File: src/rtl/i2c_reg_target.sv
`timescale 1ns/1ps
// i2c_reg_target
//   I2C target holding a bank of 8-bit registers that the CPU's bit-banged
//   master reads and writes. SCL/SDA are sampled on clk_clk; SDA is driven
//   open-drain through sda_oe. Transfers: [addr+W][ptr][data...] writes at
//   the pointer with auto-increment; [addr+R][data...] reads from it.
//
//   Ports
//     clk_clk      system clock, at least 16x the SCL rate
//     reset_reset  asynchronous active-high reset
//     scl_i/sda_i  raw pad levels (asynchronous)
//     sda_oe       1 = pull SDA low, 0 = release
//     regs_flat    register bank, register k at bits [8k+7:8k]
//     wr_strobe    one-cycle pulse per data byte written
//     wr_index     register written while wr_strobe=1
//     busy         high from an address-matched START until STOP
//
//   Build option: define I2C_GLITCH_FILTER_EN to add a 3-tap majority filter
//   behind each synchronizer (suppresses 1-cycle pulses, +2 cycles latency).
module i2c_reg_target #(
    parameter logic [6:0]            DEV_ADDR = 7'h18,
    parameter int                    NUM_REGS = 16,
    parameter logic [8*NUM_REGS-1:0] REG_INIT = {NUM_REGS{8'h00}}
) (
    input  logic                        clk_clk,
    input  logic                        reset_reset,
    input  logic                        scl_i,
    input  logic                        sda_i,
    output logic                        sda_oe,
    output logic [8*NUM_REGS-1:0]       regs_flat,
    output logic                        wr_strobe,
    output logic [$clog2(NUM_REGS)-1:0] wr_index,
    output logic                        busy
);
    localparam int PW = $clog2(NUM_REGS);

    typedef enum logic [3:0] {
        S_IDLE, S_ADDR, S_ADDR_ACK, S_PTR, S_PTR_ACK,
        S_WDATA, S_WDATA_ACK, S_RDATA, S_RACK
    } state_t;

    // ---------------- input conditioning ----------------
    logic [1:0] scl_sync, sda_sync;
    logic       scl, sda, scl_d, sda_d;

    // NOTE: clocked state uses non-blocking assignments so every flop samples
    // pre-edge values regardless of statement order.
    always_ff @(posedge clk_clk or posedge reset_reset) begin
        if (reset_reset) begin
            scl_sync <= 2'b11;
            sda_sync <= 2'b11;
        end else begin
            scl_sync <= {scl_sync[0], scl_i};
            sda_sync <= {sda_sync[0], sda_i};
        end
    end

`ifdef I2C_GLITCH_FILTER_EN
    logic [1:0] scl_taps, sda_taps;
    logic       scl_filt, sda_filt;

    function automatic logic maj3(input logic a, input logic b, input logic c);
        return (a & b) | (a & c) | (b & c);
    endfunction

    // A level must be present in two of three consecutive samples to pass.
    always_ff @(posedge clk_clk or posedge reset_reset) begin
        if (reset_reset) begin
            scl_taps <= 2'b11;
            sda_taps <= 2'b11;
            scl_filt <= 1'b1;
            sda_filt <= 1'b1;
        end else begin
            scl_taps <= {scl_taps[0], scl_sync[1]};
            sda_taps <= {sda_taps[0], sda_sync[1]};
            scl_filt <= maj3(scl_sync[1], scl_taps[0], scl_taps[1]);
            sda_filt <= maj3(sda_sync[1], sda_taps[0], sda_taps[1]);
        end
    end

    assign scl = scl_filt;
    assign sda = sda_filt;
`else
    assign scl = scl_sync[1];
    assign sda = sda_sync[1];
`endif

    always_ff @(posedge clk_clk or posedge reset_reset) begin
        if (reset_reset) begin
            scl_d <= 1'b1;
            sda_d <= 1'b1;
        end else begin
            scl_d <= scl;
            sda_d <= sda;
        end
    end

    logic scl_rise, scl_fall, start_det, stop_det;
    assign scl_rise  =  scl & ~scl_d;
    assign scl_fall  = ~scl &  scl_d;
    assign start_det =  scl &  scl_d &  sda_d & ~sda;
    assign stop_det  =  scl &  scl_d & ~sda_d &  sda;

    // ---------------- register bank ----------------
    logic [7:0]    regs [NUM_REGS];
    logic [7:0]    wr_data;
    logic [PW-1:0] ptr;
    logic [7:0]    rd_byte;

    // NOTE: the bank is reset like any other state because REG_INIT defines
    // its power-up contents; it is small enough to live in flops.
    always_ff @(posedge clk_clk or posedge reset_reset) begin
        if (reset_reset) begin
            for (int k = 0; k < NUM_REGS; k++) regs[k] <= REG_INIT[8*k +: 8];
        end else if (wr_strobe) begin
            regs[wr_index] <= wr_data;
        end
    end

    always_comb begin
        for (int k = 0; k < NUM_REGS; k++) regs_flat[8*k +: 8] = regs[k];
    end

    assign rd_byte = regs[ptr];

    // ---------------- protocol FSM ----------------
    state_t        state, state_next;
    logic [7:0]    shift, shift_next;
    logic [3:0]    cnt, cnt_next;
    logic [PW-1:0] ptr_next, wr_index_next;
    logic [7:0]    wr_data_next;
    logic          rw, rw_next, ack_ok, ack_ok_next;
    logic          oe_next, busy_next, wr_strobe_next;

    always_ff @(posedge clk_clk or posedge reset_reset) begin
        if (reset_reset) begin
            state     <= S_IDLE;
            shift     <= 8'h00;
            cnt       <= 4'd0;
            ptr       <= '0;
            rw        <= 1'b0;
            ack_ok    <= 1'b0;
            sda_oe    <= 1'b0;
            busy      <= 1'b0;
            wr_strobe <= 1'b0;
            wr_index  <= '0;
            wr_data   <= 8'h00;
        end else begin
            state     <= state_next;
            shift     <= shift_next;
            cnt       <= cnt_next;
            ptr       <= ptr_next;
            rw        <= rw_next;
            ack_ok    <= ack_ok_next;
            sda_oe    <= oe_next;
            busy      <= busy_next;
            wr_strobe <= wr_strobe_next;
            wr_index  <= wr_index_next;
            wr_data   <= wr_data_next;
        end
    end

    // Bytes complete on the SCL fall after the 8th rise, so every sda_oe
    // change lands in the cycle after a detected falling edge.
    always_comb begin
        // NOTE: every output gets a default first; a path that skips an
        // assignment would otherwise infer a latch.
        state_next     = state;
        shift_next     = shift;
        cnt_next       = cnt;
        ptr_next       = ptr;
        rw_next        = rw;
        ack_ok_next    = ack_ok;
        oe_next        = sda_oe;
        busy_next      = busy;
        wr_strobe_next = 1'b0;
        wr_index_next  = wr_index;
        wr_data_next   = wr_data;

        if (stop_det) begin
            state_next = S_IDLE;
            busy_next  = 1'b0;
            oe_next    = 1'b0;
            cnt_next   = 4'd0;
        end else if (start_det) begin
            state_next = S_ADDR;
            oe_next    = 1'b0;
            cnt_next   = 4'd0;
        end else begin
            case (state)
                S_ADDR, S_PTR, S_WDATA: begin
                    if (scl_rise) begin
                        shift_next = {shift[6:0], sda};
                        cnt_next   = cnt + 4'd1;
                    end else if (scl_fall && cnt == 4'd8) begin
                        cnt_next = 4'd0;
                        case (state)
                            S_ADDR: begin
                                if (shift[7:1] == DEV_ADDR) begin
                                    state_next = S_ADDR_ACK;
                                    oe_next    = 1'b1;
                                    busy_next  = 1'b1;
                                    rw_next    = shift[0];
                                end else begin
                                    state_next = S_IDLE;
                                end
                            end
                            S_PTR: begin
                                ptr_next   = shift[PW-1:0];
                                state_next = S_PTR_ACK;
                                oe_next    = 1'b1;
                            end
                            default: begin
                                wr_strobe_next = 1'b1;
                                wr_index_next  = ptr;
                                wr_data_next   = shift;
                                ptr_next       = ptr + 1'b1;
                                state_next     = S_WDATA_ACK;
                                oe_next        = 1'b1;
                            end
                        endcase
                    end
                end
                S_ADDR_ACK: begin
                    if (scl_fall) begin
                        cnt_next = 4'd0;
                        if (rw) begin
                            state_next = S_RDATA;
                            shift_next = rd_byte;
                            oe_next    = ~rd_byte[7];
                        end else begin
                            state_next = S_PTR;
                            oe_next    = 1'b0;
                        end
                    end
                end
                S_PTR_ACK, S_WDATA_ACK: begin
                    if (scl_fall) begin
                        state_next = S_WDATA;
                        oe_next    = 1'b0;
                        cnt_next   = 4'd0;
                    end
                end
                S_RDATA: begin
                    if (scl_rise) begin
                        cnt_next = cnt + 4'd1;
                    end else if (scl_fall) begin
                        if (cnt == 4'd8) begin
                            state_next = S_RACK;
                            oe_next    = 1'b0;
                            ptr_next   = ptr + 1'b1;
                            cnt_next   = 4'd0;
                        end else begin
                            shift_next = {shift[6:0], 1'b0};
                            oe_next    = ~shift[6];
                        end
                    end
                end
                S_RACK: begin
                    // Master's ACK is sampled on the rise; acted on at the fall.
                    if (scl_rise) begin
                        ack_ok_next = ~sda;
                    end else if (scl_fall) begin
                        if (ack_ok) begin
                            state_next = S_RDATA;
                            shift_next = rd_byte;
                            oe_next    = ~rd_byte[7];
                        end else begin
                            state_next = S_IDLE;
                        end
                    end
                end
                default: ;
            endcase
        end
    end
endmodule

File: config.mk
export PLATFORM = sky130hd
export DESIGN_NAME = i2c_reg_target
export DESIGN_NICKNAME = d
export VERILOG_FILES = /design/src/rtl/i2c_reg_target.sv
export SDC_FILE = /design/constraint.sdc
export NUM_CORES = 1
export LEC_CHECK = 0
export BUFFER_PORTS_ARGS = -buffer_cell sky130_fd_sc_hd__buf_2
export CAP_MARGIN = 20
export CORE_MARGIN = 5
export CORE_UTILIZATION = 30
export CTS_CLUSTER_SIZE = 30
export DETAILED_ROUTE_END_ITERATION = 8
export PLACE_DENSITY = 0.53
export SKIP_CTS_REPAIR_TIMING = 1
export SLEW_MARGIN = 15
export SYNTH_ARGS = -nofsm -noshare
export SYNTH_HDL_FRONTEND = slang
export SYNTH_SLANG_ARGS = --single-unit
File: constraint.sdc
create_clock -name clk_clk -period 5.73 [get_ports clk_clk]
set_clock_uncertainty 0.2 [all_clocks]
set_input_delay 0.2865 -clock clk_clk [delete_from_list [all_inputs] [get_ports clk_clk]]
set_output_delay 0.2865 -clock clk_clk [all_outputs]
set_load 0.1 [all_outputs]
==> reports/results.tsv, run 1 <==
stage	metric	value	unit
status	status	complete, no violations	
die	start_util	0.306	
worst_setup_path	r2r-end	shift[3]	
clock_network	clock_path_buffers	2	
synthesis	synth_area_per_cell	13.8	um2
global_routing	grt_use_met3	0.0450	
timing	tns	0	ns
synthesis	async_flop_share	1.00	
timing	finalSetupViolations	0	
global_routing	use_met1	0.207	
global_routing	grt_pass1_wl	37.5	mm
timing	final_max_slew_viol_count	0	
global_routing	track_usage	0.158	
timing	hold_violations	0	
routing	vias_per_cell	5.03	
die	core	0.0271	mm2
worst_setup_path	r2r_cells	6	
final_layout	antenna_cells	0	
global_routing	grt_max_degree	88	
place	place.gp.congestion	0.805	
global_routing	grt_pass1_vias	5795	
routing	drtIter0Drc	402	
timing	tightestPinTransition	1.08	ns
timing	rsz0062_at_grt	no	
die	dieHeight	176	um
hold_path	min_to	scl_sync[1]	
worst_setup_path	arrival	3.05	ns
synthesis	yosysWarnings	0	
power	ir_drop	0.189	mV
routing	drc	0	
timing	min_period	2.93	ns
hold_path	whs_path_depth	0	
final_layout	drive_gt1_frac	0.376	
die	io_pins	139	
routing	vias	5637	
timing	fmax	341	MHz
worst_setup_path	cp.required	5.85	ns
worst_setup_path	end_kind	register	
worst_setup_path	cp-start-kind	register	
global_routing	grt.overflow.total	0	
synthesis	syn_area	0.00828	mm2
synthesis	ys_ff_latch	171	
final_layout	num-nets-final	745	
die	fp.dieArea	0.0310	mm2
place	place_ws	2.76	ns
hold_path	hp-class	register to register	
power	powerDensity	290	mW/mm2
power	leakage	5.04	nW
clock_network	cts_buffers	17	
timing	slew_headroom	0.277	
place	hpwlAfterDp	16.6	mm
routing	first_pass_iters	4	
clock_network	htreeDepth	4	
clock_network	clock_latency	0.44	ns
global_routing	antenna_found_initial	0	
die	fp.dieW	176	um
global_routing	top_usage_layer	met2	
clock_network	clkTransAtPathRegs	0.07	ns
clock_network	clock-sinks	171	
global_routing	grt_util_met2	0.259	
worst_setup_path	r2r_slack	2.80	ns
timing	fin_ws	2.80	ns
routing	routed_wl	24.1	mm
clock_network	cts_tree	built	
synthesis	yosysUniqueCellTypes	62	
place	port_buffers	138	
timing	finalCritPeriodShare	0.511	
synthesis	ys_seq_area_frac	0.518	
run	maxCapViolCount	0	
clock_network	cts-root-buf	clkbuf_16	
worst_setup_path	cp_max_fo	21	
hold_path	min-delay-start	scl_sync[0]	
worst_setup_path	path_class	register to register	
routing	antenna_left	0	
final_layout	syn_to_final_growth	20.7	%
synthesis	synth.net_count	611	
synthesis	synth_cells	601	
synthesis	synth-edff-count	0	
worst_setup_path	regToRegStartpoint	ptr[0]	
routing	wl_per_cell	21.5	um
die	num_rows	60	
synthesis	synthFlopType	dfrtp_1	
[worst max-delay path, cell delays in order, from the launching register on]
cell	delay, ns
dfrtp_2	0.82
buf_4	0.47
mux4_2	0.55
mux2i_1	0.17
nor2_1	0.06
a211o_1	0.27
mux2_2	0.25
[layout by cell type (no fill, tap or decap), drive strengths merged, types with 7 or more instances in the layout]
| cell type | Yosys | layout |
|---|---|---|
| o21ai | 15 | 15 |
| mux4 | 32 | 32 |
| inv | 12 | 20 |
| nand2 | 14 | 14 |
| nor2 | 25 | 25 |
| nand2b | 13 | 13 |
| mux2 | 150 | 150 |
| nor3 | 9 | 9 |
| clkbuf | 19 | 18 |
| dfrtp | 165 | 165 |
| buf | 20 | 151 |
| nand3b | 7 | 7 |
| nor2b | 8 | 8 |
| a21oi | 8 | 8 |
| mux2i | 16 | 16 |
[synth_stat cells, types with 8 or more instances]
cell      instances  area (um2)
nor3_1            9        45.0
mux2i_1          16         160
mux4_2           31         698
dfrtp_1         165        4130
o21ai_0           8        40.0
buf_2            12        60.1
clkbuf_1         19        71.3
mux2_1           95        1070
a21oi_1           8        40.0
nor2_1           25        93.8
nand2b_1         12        75.1
nor2b_1           8        50.1
inv_1            11        41.3
mux2_4            9         135
nand2_1          14        52.6
mux2_2           46         518
[sequential cells by signal, summed over array words and instances, names as in the netlist, 2 cells and up]
register / flops
regs_flat: 128
scl_sync: 2
sda_sync: 2
state: 4
shift: 8
cnt: 4
ptr: 4
wr_index: 4
wr_data: 8
[layer usage]
metal | up-vias | wire (um)
met5 | - | 0
met4 | 0 | 348
met3 | 18 | 1650
met2 | 160 | 11700
met1 | 2949 | 10400
li1 | 2510 | -
[worst max-delay path by stage]
stage,from,endpoint,cells after the start
after floorplan,reset_reset,ack_ok,1
after global placement,ptr[0],shift[2],6
after detailed placement,ptr[0],shift[2],6
after CTS,ptr[0],shift[3],6
after global routing,ptr[0],shift[3],6
final,ptr[0],shift[3],6
[power by group]
part | total (mW) | internal [mW] | switching (mW)
clock network | 1.18 | 0.604 | 0.575
logic | 0.349 | 0.146 | 0.204
registers | 1.37 | 1.25 | 0.122
[area by class of cell]
class | instances | area, um2
fillers | 2704 | 17100
flip-flops and latches | 171 | 4290
multi-input cells | 379 | 3750
repair buffers | 154 | 838
well taps | 372 | 465
clock buffers | 18 | 439
clock inverters | 14 | 170
inverters | 12 | 50.0
[stage by stage]
stage / instance area [um2] / cells / hold slack (ns) / power (mW) / utilization
2_1_floorplan: 8280 / 601 / 0.0910 / 1.64 / -
3_3_place_gp: 9310 / 1081 / 0.148 / 1.74 / 0.343
3_5_place_dp: 9340 / 1083 / 0.147 / 1.74 / 0.345
4_1_cts: 9950 / 1115 / -0.262 / 2.92 / 0.367
5_1_grt: 10000 / 1120 / 0.166 / 3.03 / 0.369
6_report: 10000 / 1120 / 0.160 / 2.90 / 0.369
[logic make-up (layout without fill, tap and decap cells)]
kind of cell	count (synthesis)	in the layout	share of synthesized area
adders and majority gates	6	6	0.00906
xor gates and xnor gates	3	3	0.00317
buffers and inverters	51	198	0.0299
DFF	171	171	0.518
muxes	198	198	0.315
AOI/OAI and AO/OA	64	64	0.0541
and+or+nand+nor	108	108	0.0713
No activity file was read; power rests on OpenSTA's default activity.
==> run 2: changes to the inputs <==
- PLACE_DENSITY: 0.53 -> 0.55
- clock period: 5.73 -> 2.4 ns (I/O delays scaled with it)
==> run 2 against run 1 <==
  * Via count increased by 4.0%
  * Final area up 6.8%
  * Hold slack lost 0.013 ns
  * Global-route usage increased by 0.55 points
  * Fmax is 22% higher
  * Final cell count up 6.7%
  * Sequential cell count unchanged
  * Critical path depth unchanged
  * Utilization rose by 2.5 points
  * Clock power is 130% higher
  * Non-clock buffer count increased by 75
  * Critical endpoint is now shift[0]
  * Largest cell class unchanged
  * Highest routed layer unchanged
==> reports/results.tsv, run 2 (synthesized netlist as in run 1, its figures left out) <==
stage	metric	value	unit	change
status	status	complete, no violations		
final_layout	final_common_cell	dfrtp_1		
place	place.gp.congestion	0.835		+3.8%
routing	wl_per_cell	21.1	um	-1.8%
routing	vias	5860		+4.0%
die	fp.dieW	176	um	unchanged
power	leakage	5.44	nW	+7.8%
final_layout	drive_gt1_frac	0.448		+0.0727
routing	antenna_left	0		unchanged
clock_network	clock-sinks	171		unchanged
power	ir_drop	0.514	mV	+170%
die	fp.dieArea	0.0310	mm2	unchanged
die	start_util	0.306		unchanged
global_routing	grt_max_degree	102		+16%
final_layout	fin_cells	1195		+6.7%
routing	first_pass_iters	4		unchanged
routing	drtIter0Drc	309		-23%
timing	finalCritPeriodShare	0.997		+0.486
routing	vias_per_cell	4.90		-2.6%
worst_setup_path	arrival	2.49	ns	-0.56 ns
hold_path	hp-class	input port to asynchronous set/reset pin		
final_layout	utilization	0.394		+0.0249
final_layout	largest_reg_flops	128		unchanged
global_routing	grt_pass1_wl	38.7	mm	+3.3%
worst_setup_path	cp.required	2.50	ns	-3.35 ns
die	core	0.0271	mm2	unchanged
timing	whs	0.148	ns	-0.0126 ns
worst_setup_path	end_kind	register		
global_routing	grt.overflow.total	0		unchanged
clock_network	cts_tree	built		
global_routing	track_usage	0.164		+0.00549
clock_network	cts_buffers	17		unchanged
place	dp_cells	1153		+6.5%
place	place_ws	-0.169	ns	-2.93 ns
clock_network	clkTransAtPathRegs	0.08	ns	about the same
place	hpwlAfterDp	18.1	mm	+9.0%
timing	hold_violations	0		unchanged
clock_network	clock_path_buffers	2		unchanged
run	maxCapViolCount	0		unchanged
routing	drc	0		unchanged
die	dieHeight	176	um	unchanged
global_routing	antenna_found_initial	0		unchanged
die	io_pins	139		unchanged
worst_setup_path	cp-start-kind	register		
final_layout	antenna_cells	0		unchanged
final_layout	syn_to_final_growth	28.9	%	
timing	slew_headroom	0.526		+0.249
final_layout	most-common-layout-cells	163 x dfrtp_1, 138 x buf_2, 95 x mux2_1		
worst_setup_path	cp_max_fo	7		-67%
timing	finalSetupViolations	0		unchanged
timing	fin_ws	0.00619	ns	-2.79 ns
power	powerDensity	670	mW/mm2	+130%
clock_network	cts-root-buf	clkbuf_16		
timing	fmax	418	MHz	+22%
timing	final_max_slew_viol_count	0		unchanged
final_layout	num-nets-final	820		+10%
final_layout	fill_cells	2613		-3.4%
timing	tightestPinTransition	0.711	ns	-0.369 ns
die	num_rows	60		unchanged
timing	min_period	2.39	ns	-0.535 ns
place	port_buffers	138		unchanged
clock_network	htreeDepth	4		unchanged
worst_setup_path	path_class	register to register		
clock_network	clock_latency	0.43	ns	about the same
timing	rsz0062_at_grt	yes		
routing	routed_wl	25.2	mm	+4.7%
global_routing	grt_pass1_vias	6163		+6.4%
## run 2: cell types whose count changed in the layout (fill, tap and decap cells not counted), sizes merged
cell    change
inv         -1
clkinv      +1
buf        +74
bufinv      +1
## run 2: routing by layer
metal	global-route usage	wire length (um)	up-vias
li1	-	-	2658
met2	0.265	12100	146
met1	0.222	11300	3028
met5	0	0	-
met3	0.0383	1320	28
met4	0.0435	510	0
## run 2: path summary, 6_finish.rpt
| check | slack (ns) | startpoint | depth (start not counted) | endpoint |
|---|---|---|---|---|
| max in group asynchronous | 1.28 | reset_reset | 4 | regs_flat[5] |
| min reg2reg | 0.16 | scl_sync[0] | 0 | scl_sync[1] |
| max reg2reg | 0.006 | ptr[0] | 6 | shift[0] |
| min | 0.15 | reset_reset | 3 | sda_sync[0] |
| min in group clk_clk | 0.15 | sda_i | 2 | sda_sync[0] |
| max | 0.006 | ptr[0] | 6 | shift[0] |
## run 2: per-stage QoR
| step | area, um2 | total power [mW] | setup TNS, ns |
|---|---|---|---|
| after floorplan | 8290 | 3.93 | -18.69 |
| after global placement | 9900 | 4.40 | -0.603 |
| after detailed placement | 9900 | 4.39 | -0.890 |
| after CTS | 10500 | 7.17 | -1.54 |
| after global routing | 10700 | 7.46 | -0.168 |
| final | 10700 | 7.15 | 0 |
## run 2: worst max-delay path, stage by stage (launching register included)
cell and delay [ns]:
dfrtp_4 0.52, buf_12 0.15, mux4_2 0.51, mux4_2 0.50
nor2b_4 0.15, a31oi_2 0.14, a21oi_1 0.09
## run 2: cell type report
class                   count  area [um2]  area share
clock inverters            15         151      0.0142
inverters                  12        48.8     0.00457
flip-flops and latches    171        4290       0.402
repair buffers            229        1470       0.138
clock buffers              17         425      0.0399
multi-input cells         379        3820       0.358
well taps                 372         465      0.0436
## run 2: report_power, final
| group | internal [mW] | leakage [nW] | switching [mW] |
|---|---|---|---|
| clock | 1.47 | 0.287 | 1.29 |
| sequential | 2.99 | 2.35 | 0.144 |
| combinational | 0.559 | 2.80 | 0.695 |
| total | 5.02 | 5.44 | 2.13 |
